**config.mk**
```make
export PLATFORM = sky130hd
export DESIGN_NAME = timer_countdown_set
export DESIGN_NICKNAME = d
export VERILOG_FILES = /design/src/rtl/timer_countdown_set_pkg.sv /design/src/rtl/timer_countdown_set_tick_prescaler.sv /design/src/rtl/timer_countdown_set.sv
export SDC_FILE = /design/constraint.sdc
export NUM_CORES = 1
export LEC_CHECK = 0
export CAP_MARGIN = 20
export CORE_MARGIN = 5
export CORE_UTILIZATION = 60
export CTS_CLUSTER_DIAMETER = 150
export CTS_CLUSTER_SIZE = 8
export DETAILED_ROUTE_END_ITERATION = 10
export PLACE_DENSITY = 0.78
export SLEW_MARGIN = 20
export SYNTH_ARGS = -nofsm -noshare
export SYNTH_HDL_FRONTEND = slang
export SYNTH_SLANG_ARGS = --single-unit
```
**constraint.sdc**
```tcl
create_clock -name CLK -period 14 [get_ports CLK]
set_input_delay 2.8 -clock CLK [delete_from_list [all_inputs] [get_ports CLK]]
set_output_delay 2.8 -clock CLK [all_outputs]
set_load 0.005 [all_outputs]
```
**src/rtl/timer_countdown_set_pkg.sv**
```systemverilog
// ---------------------------------------------------------------------------
// timer_pkg
// Shared types and constants for the countdown timer-setter.
//   state_t      : countdown engine states
//   INC..LEFT    : bit positions of the key pulses inside NUM_SYNC
//   SEC_MAX/MIN_MAX : largest legal seconds / minutes value
//   CURSOR_LAST  : index of the right-most editable digit (hour tens)
// ---------------------------------------------------------------------------
package timer_pkg;

    typedef enum logic [1:0] {
        IDLE    = 2'd0,
        RUN     = 2'd1,
        PAUSE   = 2'd2,
        EXPIRED = 2'd3
    } state_t;

    localparam int INC   = 0;
    localparam int DEC   = 1;
    localparam int RIGHT = 2;
    localparam int LEFT  = 3;

    localparam logic [6:0] SEC_MAX     = 7'd59;
    localparam logic [6:0] MIN_MAX     = 7'd59;
    localparam logic [2:0] CURSOR_LAST = 3'd5;

endpackage

```
**src/rtl/timer_countdown_set_tick_prescaler.sv**
```systemverilog
// ---------------------------------------------------------------------------
// tick_prescaler
// Divides CLK down to a one-cycle TICK every TICK_DIV enabled cycles.
//   CLK   in  system clock
//   RESET in  asynchronous, active-low reset
//   EN    in  count enable (held count while low)
//   CLR   in  synchronous clear, wins over EN
//   TICK  out high on the enabled cycle where the count is TICK_DIV-1
// ---------------------------------------------------------------------------
module tick_prescaler #(
    parameter int unsigned TICK_DIV = 1000
) (
    input  logic CLK,
    input  logic RESET,
    input  logic EN,
    input  logic CLR,
    output logic TICK
);

    localparam int unsigned    CW   = $clog2(TICK_DIV);
    localparam logic [CW-1:0]  LAST = CW'(TICK_DIV - 1);

    logic [CW-1:0] r_count;

    // NOTE: state registers use non-blocking assignments so every flop samples
    // the pre-edge values, independent of block evaluation order.
    always_ff @(posedge CLK or negedge RESET) begin
        if (!RESET) begin
            r_count <= '0;
        end else if (CLR) begin
            r_count <= '0;
        end else if (EN) begin
            r_count <= (r_count == LAST) ? '0 : r_count + 1'b1;
        end
    end

    assign TICK = EN && (r_count == LAST);

endmodule

```
**src/rtl/timer_countdown_set.sv**
```systemverilog
// ---------------------------------------------------------------------------
// timer_countdown_set
// HH:MM:SS countdown timer with cursor-driven digit editing.
//   CLK      in   system clock
//   RESET    in   asynchronous, active-low reset
//   MODE     in   global mode; editing/cursor active only when == SET_MODE
//   NUM_SYNC in   key pulses [0] inc, [1] dec, [2] cursor right, [3] cursor left
//   START    in   start / pause / resume / acknowledge pulse
//   CURSOR   out  edited digit 0..5 = sec1, sec10, min1, min10, hr1, hr10
//   HOUR     out  0..HOUR_MAX
//   MIN/SEC  out  0..59
//   RUNNING  out  high while counting down
//   ALARM    out  held high once the countdown reached zero
//   DONE     out  one-cycle pulse when the countdown reaches zero
// ---------------------------------------------------------------------------
module timer_countdown_set
    import timer_pkg::*;
#(
    parameter int unsigned HOUR_MAX = 23,
    parameter int unsigned TICK_DIV = 1000,
    parameter logic [3:0]  SET_MODE = 4'b0000
) (
    input  logic       CLK,
    input  logic       RESET,
    input  logic [3:0] MODE,
    input  logic [3:0] NUM_SYNC,
    input  logic       START,
    output logic [2:0] CURSOR,
    output logic [6:0] HOUR,
    output logic [6:0] MIN,
    output logic [6:0] SEC,
    output logic       RUNNING,
    output logic       ALARM,
    output logic       DONE
);

    localparam logic [6:0] HOUR_LIMIT = 7'(HOUR_MAX);

    // Edit one decimal digit of a binary field while keeping it in 0..max_val.
    function automatic logic [6:0] edit_field(input logic [6:0] value,
                                              input logic [6:0] max_val,
                                              input logic       is_tens,
                                              input logic       up);
        logic [6:0] t;
        logic [6:0] o;
        logic [6:0] room;
        t    = value / 7'd10;
        o    = value % 7'd10;
        room = 7'd0;
        if (!is_tens) begin
            if (up) begin
                o = (o == 7'd9 || value == max_val) ? 7'd0 : o + 7'd1;
            end else if (o != 7'd0) begin
                o = o - 7'd1;
            end else begin
                // Wrap to the largest ones digit the current tens digit allows.
                room = max_val - 7'd10 * t;
                o    = (room > 7'd9) ? 7'd9 : room;
            end
        end else begin
            if (up) begin
                t = (7'd10 * (t + 7'd1) + o > max_val) ? 7'd0 : t + 7'd1;
            end else if (t != 7'd0) begin
                t = t - 7'd1;
            end else if (o <= max_val) begin
                t = (max_val - o) / 7'd10;
            end else begin
                // No tens digit fits with this ones digit: drop the ones digit.
                o = 7'd0;
                t = max_val / 7'd10;
            end
        end
        return 7'd10 * t + o;
    endfunction

    state_t     r_state, w_next_state;
    logic [2:0] r_cursor, w_next_cursor;
    logic [6:0] r_hour, r_min, r_sec;
    logic [6:0] w_next_hour, w_next_min, w_next_sec;
    logic       r_running, r_alarm, r_done;
    logic       w_tick, w_set_mode, w_edit_en;
    logic       w_inc, w_dec, w_right, w_left;
    logic       w_time_zero, w_next_zero, w_enter_run;

    assign w_set_mode  = (MODE == SET_MODE);
    assign w_edit_en   = w_set_mode && (r_state == IDLE || r_state == PAUSE);
    // Opposing keys pressed together cancel out.
    assign w_inc       = NUM_SYNC[INC]   && !NUM_SYNC[DEC];
    assign w_dec       = NUM_SYNC[DEC]   && !NUM_SYNC[INC];
    assign w_right     = NUM_SYNC[RIGHT] && !NUM_SYNC[LEFT];
    assign w_left      = NUM_SYNC[LEFT]  && !NUM_SYNC[RIGHT];
    assign w_time_zero = (r_hour == 7'd0) && (r_min == 7'd0) && (r_sec == 7'd0);
    assign w_next_zero = (w_next_hour == 7'd0) && (w_next_min == 7'd0) && (w_next_sec == 7'd0);
    assign w_enter_run = (w_next_state == RUN) && (r_state != RUN);

    tick_prescaler #(
        .TICK_DIV (TICK_DIV)
    ) u_prescaler (
        .CLK   (CLK),
        .RESET (RESET),
        .EN    (r_state == RUN),
        .CLR   (w_enter_run),
        .TICK  (w_tick)
    );

    // Time fields and cursor. Countdown and editing never overlap because
    // they are enabled in disjoint states.
    always_comb begin
        // NOTE: every combinational output gets a default first so no path
        // leaves it unassigned, which would infer a latch.
        w_next_hour   = r_hour;
        w_next_min    = r_min;
        w_next_sec    = r_sec;
        w_next_cursor = r_cursor;

        if (r_state == RUN && w_tick) begin
            if (r_sec != 7'd0) begin
                w_next_sec = r_sec - 7'd1;
            end else if (r_min != 7'd0) begin
                w_next_sec = SEC_MAX;
                w_next_min = r_min - 7'd1;
            end else if (r_hour != 7'd0) begin
                w_next_sec  = SEC_MAX;
                w_next_min  = MIN_MAX;
                w_next_hour = r_hour - 7'd1;
            end
        end

        // Edit uses the pre-move cursor.
        if (w_edit_en && (w_inc || w_dec)) begin
            case (r_cursor)
                3'd0:    w_next_sec  = edit_field(r_sec,  SEC_MAX,    1'b0, w_inc);
                3'd1:    w_next_sec  = edit_field(r_sec,  SEC_MAX,    1'b1, w_inc);
                3'd2:    w_next_min  = edit_field(r_min,  MIN_MAX,    1'b0, w_inc);
                3'd3:    w_next_min  = edit_field(r_min,  MIN_MAX,    1'b1, w_inc);
                3'd4:    w_next_hour = edit_field(r_hour, HOUR_LIMIT, 1'b0, w_inc);
                3'd5:    w_next_hour = edit_field(r_hour, HOUR_LIMIT, 1'b1, w_inc);
                default: ;
            endcase
        end

        if (w_edit_en && w_right) begin
            w_next_cursor = (r_cursor == CURSOR_LAST) ? 3'd0 : r_cursor + 3'd1;
        end else if (w_edit_en && w_left) begin
            w_next_cursor = (r_cursor == 3'd0) ? CURSOR_LAST : r_cursor - 3'd1;
        end

        if (!w_set_mode) begin
            w_next_cursor = 3'd0;
        end
    end

    // Next-state logic. Expiry wins over a simultaneous pause request.
    always_comb begin
        w_next_state = r_state;
        case (r_state)
            IDLE:    if (START && !w_time_zero) w_next_state = RUN;
            RUN: begin
                if (w_tick && w_next_zero) begin
                    w_next_state = EXPIRED;
                end else if (START) begin
                    w_next_state = PAUSE;
                end
            end
            PAUSE:   if (START) w_next_state = RUN;
            EXPIRED: if (START) w_next_state = IDLE;
            default: w_next_state = IDLE;
        endcase
    end

    always_ff @(posedge CLK or negedge RESET) begin
        if (!RESET) begin
            r_state   <= IDLE;
            r_cursor  <= 3'd0;
            r_hour    <= 7'd0;
            r_min     <= 7'd0;
            r_sec     <= 7'd0;
            r_running <= 1'b0;
            r_alarm   <= 1'b0;
            r_done    <= 1'b0;
        end else begin
            r_state   <= w_next_state;
            r_cursor  <= w_next_cursor;
            r_hour    <= w_next_hour;
            r_min     <= w_next_min;
            r_sec     <= w_next_sec;
            r_running <= (w_next_state == RUN);
            r_alarm   <= (w_next_state == EXPIRED);
            r_done    <= (r_state == RUN) && (w_next_state == EXPIRED);
        end
    end

    assign CURSOR  = r_cursor;
    assign HOUR    = r_hour;
    assign MIN     = r_min;
    assign SEC     = r_sec;
    assign RUNNING = r_running;
    assign ALARM   = r_alarm;
    assign DONE    = r_done;

endmodule

```
# ---- Yosys cells after proc, flatten, opt, wreduce, memory -nomap -nowiden
# Index checks and enable logic that the tools add are counted.
dict set report totals {
  out_inout_bits 27
  ff_bits 39
  n_memories 0
  wordCells 227
  in_bits 11
  mem_bits_rw 0
  latch_bits 0
  rom_bits 0
}
dict set report op_classes {
  n_lt_le_gt_ge 9
  bitwise_logic 0
  add_sub_neg 33
  mul 12
  n_mux 89
  n_eq_ne 19
  n_div 9
  shifts 0
  n_reduce_logical 47
}
# op n
set op_table {}
lappend op_table {{$mux 7} 72}
lappend op_table {{$mul 3x7->6 const A} 12}
lappend op_table {{$add 7x7->7} 9}
lappend op_table {{$reduce_bool 7->1} 9}
lappend op_table {{$sub 7x1->7 const B} 9}
lappend op_table {{$add 7x1->7 const B} 6}
lappend op_table {{$div 7x4->7 const B} 6}
lappend op_table {{$logic_not 7->1} 6}
lappend op_table {{$pmux 7 s2} 3}
lappend op_table {{$mux 10} 3}
lappend op_table {{$sub 6x7->7 const A} 4}
lappend op_table {{$eq 7x4->1 const B} 3}
lappend op_table {{$gt 7x4->1 const B} 3}
lappend op_table {{$mod 7x4->7 const B} 3}
lappend op_table {{$logic_and 1x1->1} 18}
lappend op_table {{$mux 3} 5}
lappend op_table {{$eq 7x6->1 const B} 2}
lappend op_table {{$gt 7x6->1 const B} 2}
lappend op_table {{$le 7x6->1 const B} 2}
lappend op_table {{$sub 5x7->7 const A} 2}
lappend op_table {{$add 10x1->10 const B} 1}
lappend op_table {{$eq 10x10->1 const B} 1}
lappend op_table {{$mux 2} 5}
lappend op_table {{$pmux 2 s4} 1}
lappend op_table {{18 further kinds} 31}

# ---- Logic depth before layout (Yosys ltp)
dict set report depth {
  depth_word 22
  mapped_depth 47
}

# ---- Hierarchy
# From an unflattened synthesis, not the netlist that was laid out.
dict set report hier_totals {
  cells_unflattened 1401
  area_unflattened_um2 10436.3
}
# mod cells_each instances seq_area_each_um2 area_per_inst_um2
set modules_own_cells {}
lappend modules_own_cells {timer_countdown_set 1340 1 725.7 9867.0}
lappend modules_own_cells {tick_prescaler 61 1 250.2 569.3}

# ---- Worst setup path after synthesis
# Ideal clock, no wire load.
dict set report synth_path {
  path_kind {register to register}
  start {register r_sec[5], in the netlist SEC[5]}
  end {register r_running, in the netlist RUNNING}
  stages_incl_launch_ff 44
  period_less_slack_ps 8724
  arrival_ps 8605
  required_ps 13881
  path_buffers 4
  setup_slack_ps 5276
  cell_sequence {dfrtp_1 -> buf_4 -> buf_4 -> inv_1 -> ha_1 -> buf_6 -> o21ai_4 -> inv_4 -> xnor2_2 -> mux2i_1 -> o211ai_2 -> inv_2 -> ha_1 -> inv_1 -> a21oi_2 -> o21ai_2 -> a21boi_1 -> ha_1 -> [8 not listed] -> a21o_1 -> a21bo_1 -> o21ai_1 -> ha_1 -> ha_1 -> inv_1 -> fa_1 -> inv_1 -> ha_1 -> xnor2_1 -> a22oi_1 -> o21ai_0 -> or4_1 -> nor2_1 -> nand4b_1 -> nor4_1 -> nand4bb_1 -> o21a_1}
}
dict set report synth_via {
  elab_chain_cells 19
}
# item line
set synth_rtl {}
lappend synth_rtl {{start, declared} timer_countdown_set.sv:78} ;# logic [6:0] r_hour, r_min, r_sec;
lappend synth_rtl {{start signal, assigned} timer_countdown_set.sv:186} ;# r_sec <= w_next_sec;
lappend synth_rtl {{parallel branches: the longest is 12 deep, another holds $mod 7x4->7} --}
lappend synth_rtl {{$mux 7 (*)} timer_countdown_set.sv:130} ;# if (w_edit_en && (w_inc || w_dec)) begin
lappend synth_rtl {{named net w_next_sec[5]} timer_countdown_set.sv:79} ;# logic [6:0] w_next_hour, w_next_min, w_next_sec;
lappend synth_rtl {{$logic_not 7->1 (*)} timer_countdown_set.sv:93} ;# assign w_next_zero = (w_next_hour == 7'd0) && (w_next_min == 7'd0) && (w_next_sec == 7'd0);
lappend synth_rtl {{$logic_and 1x1->1 (*)} timer_countdown_set.sv:93}
lappend synth_rtl {{$logic_and 1x1->1 (*)} timer_countdown_set.sv:159} ;# if (w_tick && w_next_zero) begin
lappend synth_rtl {{$mux 2 (*)} timer_countdown_set.sv:159}
lappend synth_rtl {{$pmux 2 s4 (*)} timer_countdown_set.sv:156} ;# case (r_state)
lappend synth_rtl {{$eq 2x1->1 (*)} timer_countdown_set.sv:187} ;# r_running <= (w_next_state == RUN);
lappend synth_rtl {{end signal, assigned} timer_countdown_set.sv:187}
lappend synth_rtl {{end, declared} timer_countdown_set.sv:80} ;# logic r_running, r_alarm, r_done;
# Mark *: on every way through the listed nets, which the timed path passes. The select of a mux whose other input is x is not followed.
# A chain may end at the register's enable or synchronous reset.

# ---- Worst setup path after layout
dict set report layout_path {
  start {register r_sec[5], in the netlist SEC[5]}
  end {register r_running, in the netlist RUNNING}
}
dict set report layout_via {
  elab_chain_cells 19
}
# item line
set layout_rtl {}
lappend layout_rtl {{parallel branches: the longest is 17 deep, another holds $mod 7x4->7} --}
lappend layout_rtl {{$pmux 2 s4 (*)} timer_countdown_set.sv:156}
lappend layout_rtl {{$eq 2x1->1 (*)} timer_countdown_set.sv:187}
# Mark *: on every way between the ends. The select of a mux whose other input is x is not followed.

==> Implementation_results.wiki <==
{| class="wikitable"
! Metric !! Value
|-
| Count of cells along the worst hold path || 1
|-
| Most used cell, CP || sky130_fd_sc_hd__ha_1
|-
| Number of antenna violations at the first check in global routing || 0
|-
| Later-pin clock latency in the skew report || 0.29 ns
|-
| Final setup vio count || 0
|-
| Total leakage power || 5.06 nW
|-
| Crit path launch type || flop
|-
| Maximum resistive drop on vdd || 0.174 mV
|-
| Type of the tightest min-delay check || flop to flop
|-
| Total number of yosys warnings || 0
|-
| Kind of capture point of the worst setup path || flop
|-
| Largest stage delay on the critical path || 0.79 ns
|-
| Run status || completed
|-
| Number of antenna diodes || 0
|-
| Max-slew violation total from the final report || 0
|-
| Wire length reported by the detailed router || 30600 um
|-
| Vias || 11.3k
|-
| Final core utilization || 63.5%
|-
| Residual antenna-violating net count after detailed routing || 0
|-
| Finished Layout Cells || 1727
|-
| Mean Syn Cell Area || 7.46 um^2
|-
| Area growth from synthesis to final layout || 4.86%
|-
| Setup slack of the critical path after layout || 3.68 ns
|-
| Global-route wire length before repair || 50700 um
|-
| Final hold violation count || 0
|-
| Final routed wire length divided by cell count || 17.7 um
|-
| Global-route total usage across every layer || 27.2%
|-
| Starting DRT DRC Count || 1097
|-
| Path depth of the worst reg2reg path || 39
|-
| Data required time of the critical path || 14.18 ns
|-
| Chip Height || 147 um
|-
| Crit path max-delay cell type || sky130_fd_sc_hd__a21boi_1
|-
| Clock buffer count from CTS || 5
|-
| Horizontal extent of the die || 147 um
|-
| Number of buffers on the longest clock path || 2
|-
| Power density over cell area || 167 mW/mm^2
|-
| Vias per Instance || 6.56
|-
| Layout Nets || 1688
|-
| Core Box Area || 0.0186 mm^2
|-
| Post-synth design cell area || 0.0112 mm^2
|-
| Setup Skew || 0.00396 ns
|-
| Sequential fraction of the synthesis area || 8.68%
|-
| Router iterations before antenna repair || 5
|-
| Std-Cell Rows || 50
|-
| Clock slew seen by the registers of the worst setup and hold paths || 0.06 ns
|-
| Setup repair bufs after CTS || 0
|-
| Total congestion overflow after global routing || 0
|-
| Portion of the clock cycle consumed by the worst path in the final layout || 73.7%
|-
| RePlAce Congestion || 0.965
|-
| Gate count after technology mapping || 1507
|-
| Least-Margin Pin Slew || 0.989 ns
|-
| Worst Path Max Fanout || 19
|-
| Total of flip-flops plus latches after synthesis || 39
|-
| Post-synthesis net count || 1703
|-
| Arr. time, crit path || 10.49 ns
|-
| Distinct cell type count after synthesis || 111
|-
| Post-detailed-placement half-perimeter wirelength || 23900 um
|-
| Most frequent cells in the layout || sky130_fd_sc_hd__ha_1, sky130_fd_sc_hd__nor2_1, sky130_fd_sc_hd__inv_1
|-
| Number of I/O port buffers || 37
|-
| Root Buffer || sky130_fd_sc_hd__clkbuf_16
|-
| Count of H-tree levels built during CTS || 2
|-
| Layout cells sized above 1 || 5.49%
|-
| Initial standard-cell utilization of the core || 60.5%
|-
| Predominant post-synthesis flop cell || sky130_fd_sc_hd__dfrtp_1
|-
| Upper clock frequency limit || 96.9 MHz
|-
| Post-placement setup slack || 3.90 ns
|-
| Total Negative Setup Slacks || 0 ns
|-
| Total of max-cap violations || 0
|-
| Number of enable flip-flop cells after synthesis || 0
|-
| Share of flip-flops with an asynchronous set or reset || 100%
|-
| Clock tree sinks || 39
|-
| Total DRC errors in the routed layout || 0
|-
| IO Count || 38
|-
| TritonCTS clock tree || built
|-
| Number of buffers added to fix hold violations after cts || 0
|-
| Overall die area || 0.0216 mm^2
|-
| Time the worst path needs with I/O delays and setup || 10.32 ns
|-
| Commonest non-fill, non-tap cell in the layout || sky130_fd_sc_hd__ha_1
|-
| Number of global-route vias before repair || 10.4k
|-
| Setup repair after global routing missed its margin || false
|-
| Headroom to the max-slew limit || 34.0%
|-
| Largest net degree at the start of global routing || 50
|-
| Post-cts repair resize count || 0
|-
| Critical setup path kind || flop to flop
|-
| Placed Instances || 1719
|}
layout make-up:
class | instances | area, um^2
Clock buffer | 5 | 125
Clock inverter | 3 | 23.8
Fill cell | 1664 | 6790
Inverter | 117 | 444
Multi-Input combinational cell | 1286 | 9520
Sequential cell | 39 | 976
Tap cell | 234 | 293
Timing Repair Buffer | 43 | 410
synth_stat cells, drive strengths merged (8+ instances only):
library cell / number / area (um^2)
o22ai: 21 / 138
o21bai: 9 / 71.3
or3: 9 / 61.3
nand2b: 19 / 119
clkbuf: 35 / 131
nor4: 12 / 93.8
nand4: 16 / 100
a31oi: 25 / 169
xnor2: 91 / 812
inv: 115 / 437
mux2i: 18 / 184
nor3: 42 / 225
and3: 22 / 138
or4: 8 / 63.8
a21o: 23 / 173
a22oi: 25 / 188
dfrtp: 39 / 976
o21ai: 87 / 458
buf: 30 / 176
xor2: 19 / 166
o31ai: 15 / 145
nor2b: 17 / 106
ha: 170 / 2130
o211ai: 11 / 92.6
o2111ai: 8 / 70.1
nor2: 127 / 477
o21a: 13 / 97.6
o221ai: 9 / 78.8
nand3: 63 / 320
a21oi: 102 / 514
fa: 15 / 300
a211oi: 20 / 170
nand2: 103 / 387
and2: 17 / 111
registers in the layout (all words and copies together) (netlist names):
register,flops
MIN,7
r_state,2
DONE,1
CURSOR,3
SEC,7
ALARM,1
RUNNING,1
u_prescaler.r_count,10
HOUR,7
worst max-delay path, delay by kind of cell (launching register included):
family                     cells  cell delay (ns)
DFF                            1             0.76
buffers and inverters          7             0.77
AOI/OAI and AO/OA             15             3.59
and+or+nand+nor                4             1.16
xor gates and xnor gates       4             1.17
adders and majority gates      8             2.41
muxes                          1             0.32
power breakdown:
group | internal [mW] | switching [mW]
sequential | 0.125 | 0.0379
clock | 0.0666 | 0.0488
combinational | 0.700 | 0.989
final timing paths:
kind,start,to,slack [ns]
worst min register to register,u_prescaler.r_count[7],u_prescaler.r_count[7],0.53
max in group asynchronous,RESET,HOUR[3],10.81
worst min-delay path,u_prescaler.r_count[7],u_prescaler.r_count[7],0.53
worst max register to register,SEC[5],RUNNING,3.68
min in group asynchronous,RESET,CURSOR[1],2.63
worst max-delay path,SEC[5],RUNNING,3.68
metal layers:
layer / part of all wire, % / wire [um] / global-route usage, % / vias up
met5: 0 / 0 / 0 / -
met4: 1.4 / 425 / 4.29 / 0
met3: 7.7 / 2370 / 3.95 / 36
met2: 46 / 14100 / 44.9 / 483
met1: 45 / 13700 / 38.5 / 5267
li1: - / - / - / 5538
stage by stage:
step	total power, mW	cell area (um^2)	hold slack (ns)
global route	2.18	11800	0.588
CTS	1.94	11800	0.523
finish	1.97	11800	0.528
global placement	1.78	11600	0.504
floorplan	1.46	11200	0.474
detailed placement	1.81	11600	0.515
cells by family (layout without fill, tap and decap cells):
| family | after synthesis | after routing | share of synthesized area, % |
|---|---|---|---|
| flip-flops | 39 | 39 | 8.68 |
| buffers and inverters | 182 | 168 | 6.69 |
| multiplexers | 23 | 23 | 2.14 |
| XOR/XNOR | 110 | 110 | 8.70 |
| AO/OA/AOI/OAI | 469 | 469 | 29.4 |
| AND/OR/NAND/NOR | 496 | 496 | 22.6 |
| adder cells (fa/ha/maj) | 188 | 188 | 21.9 |
No activity file was read; power rests on OpenSTA's default activity.
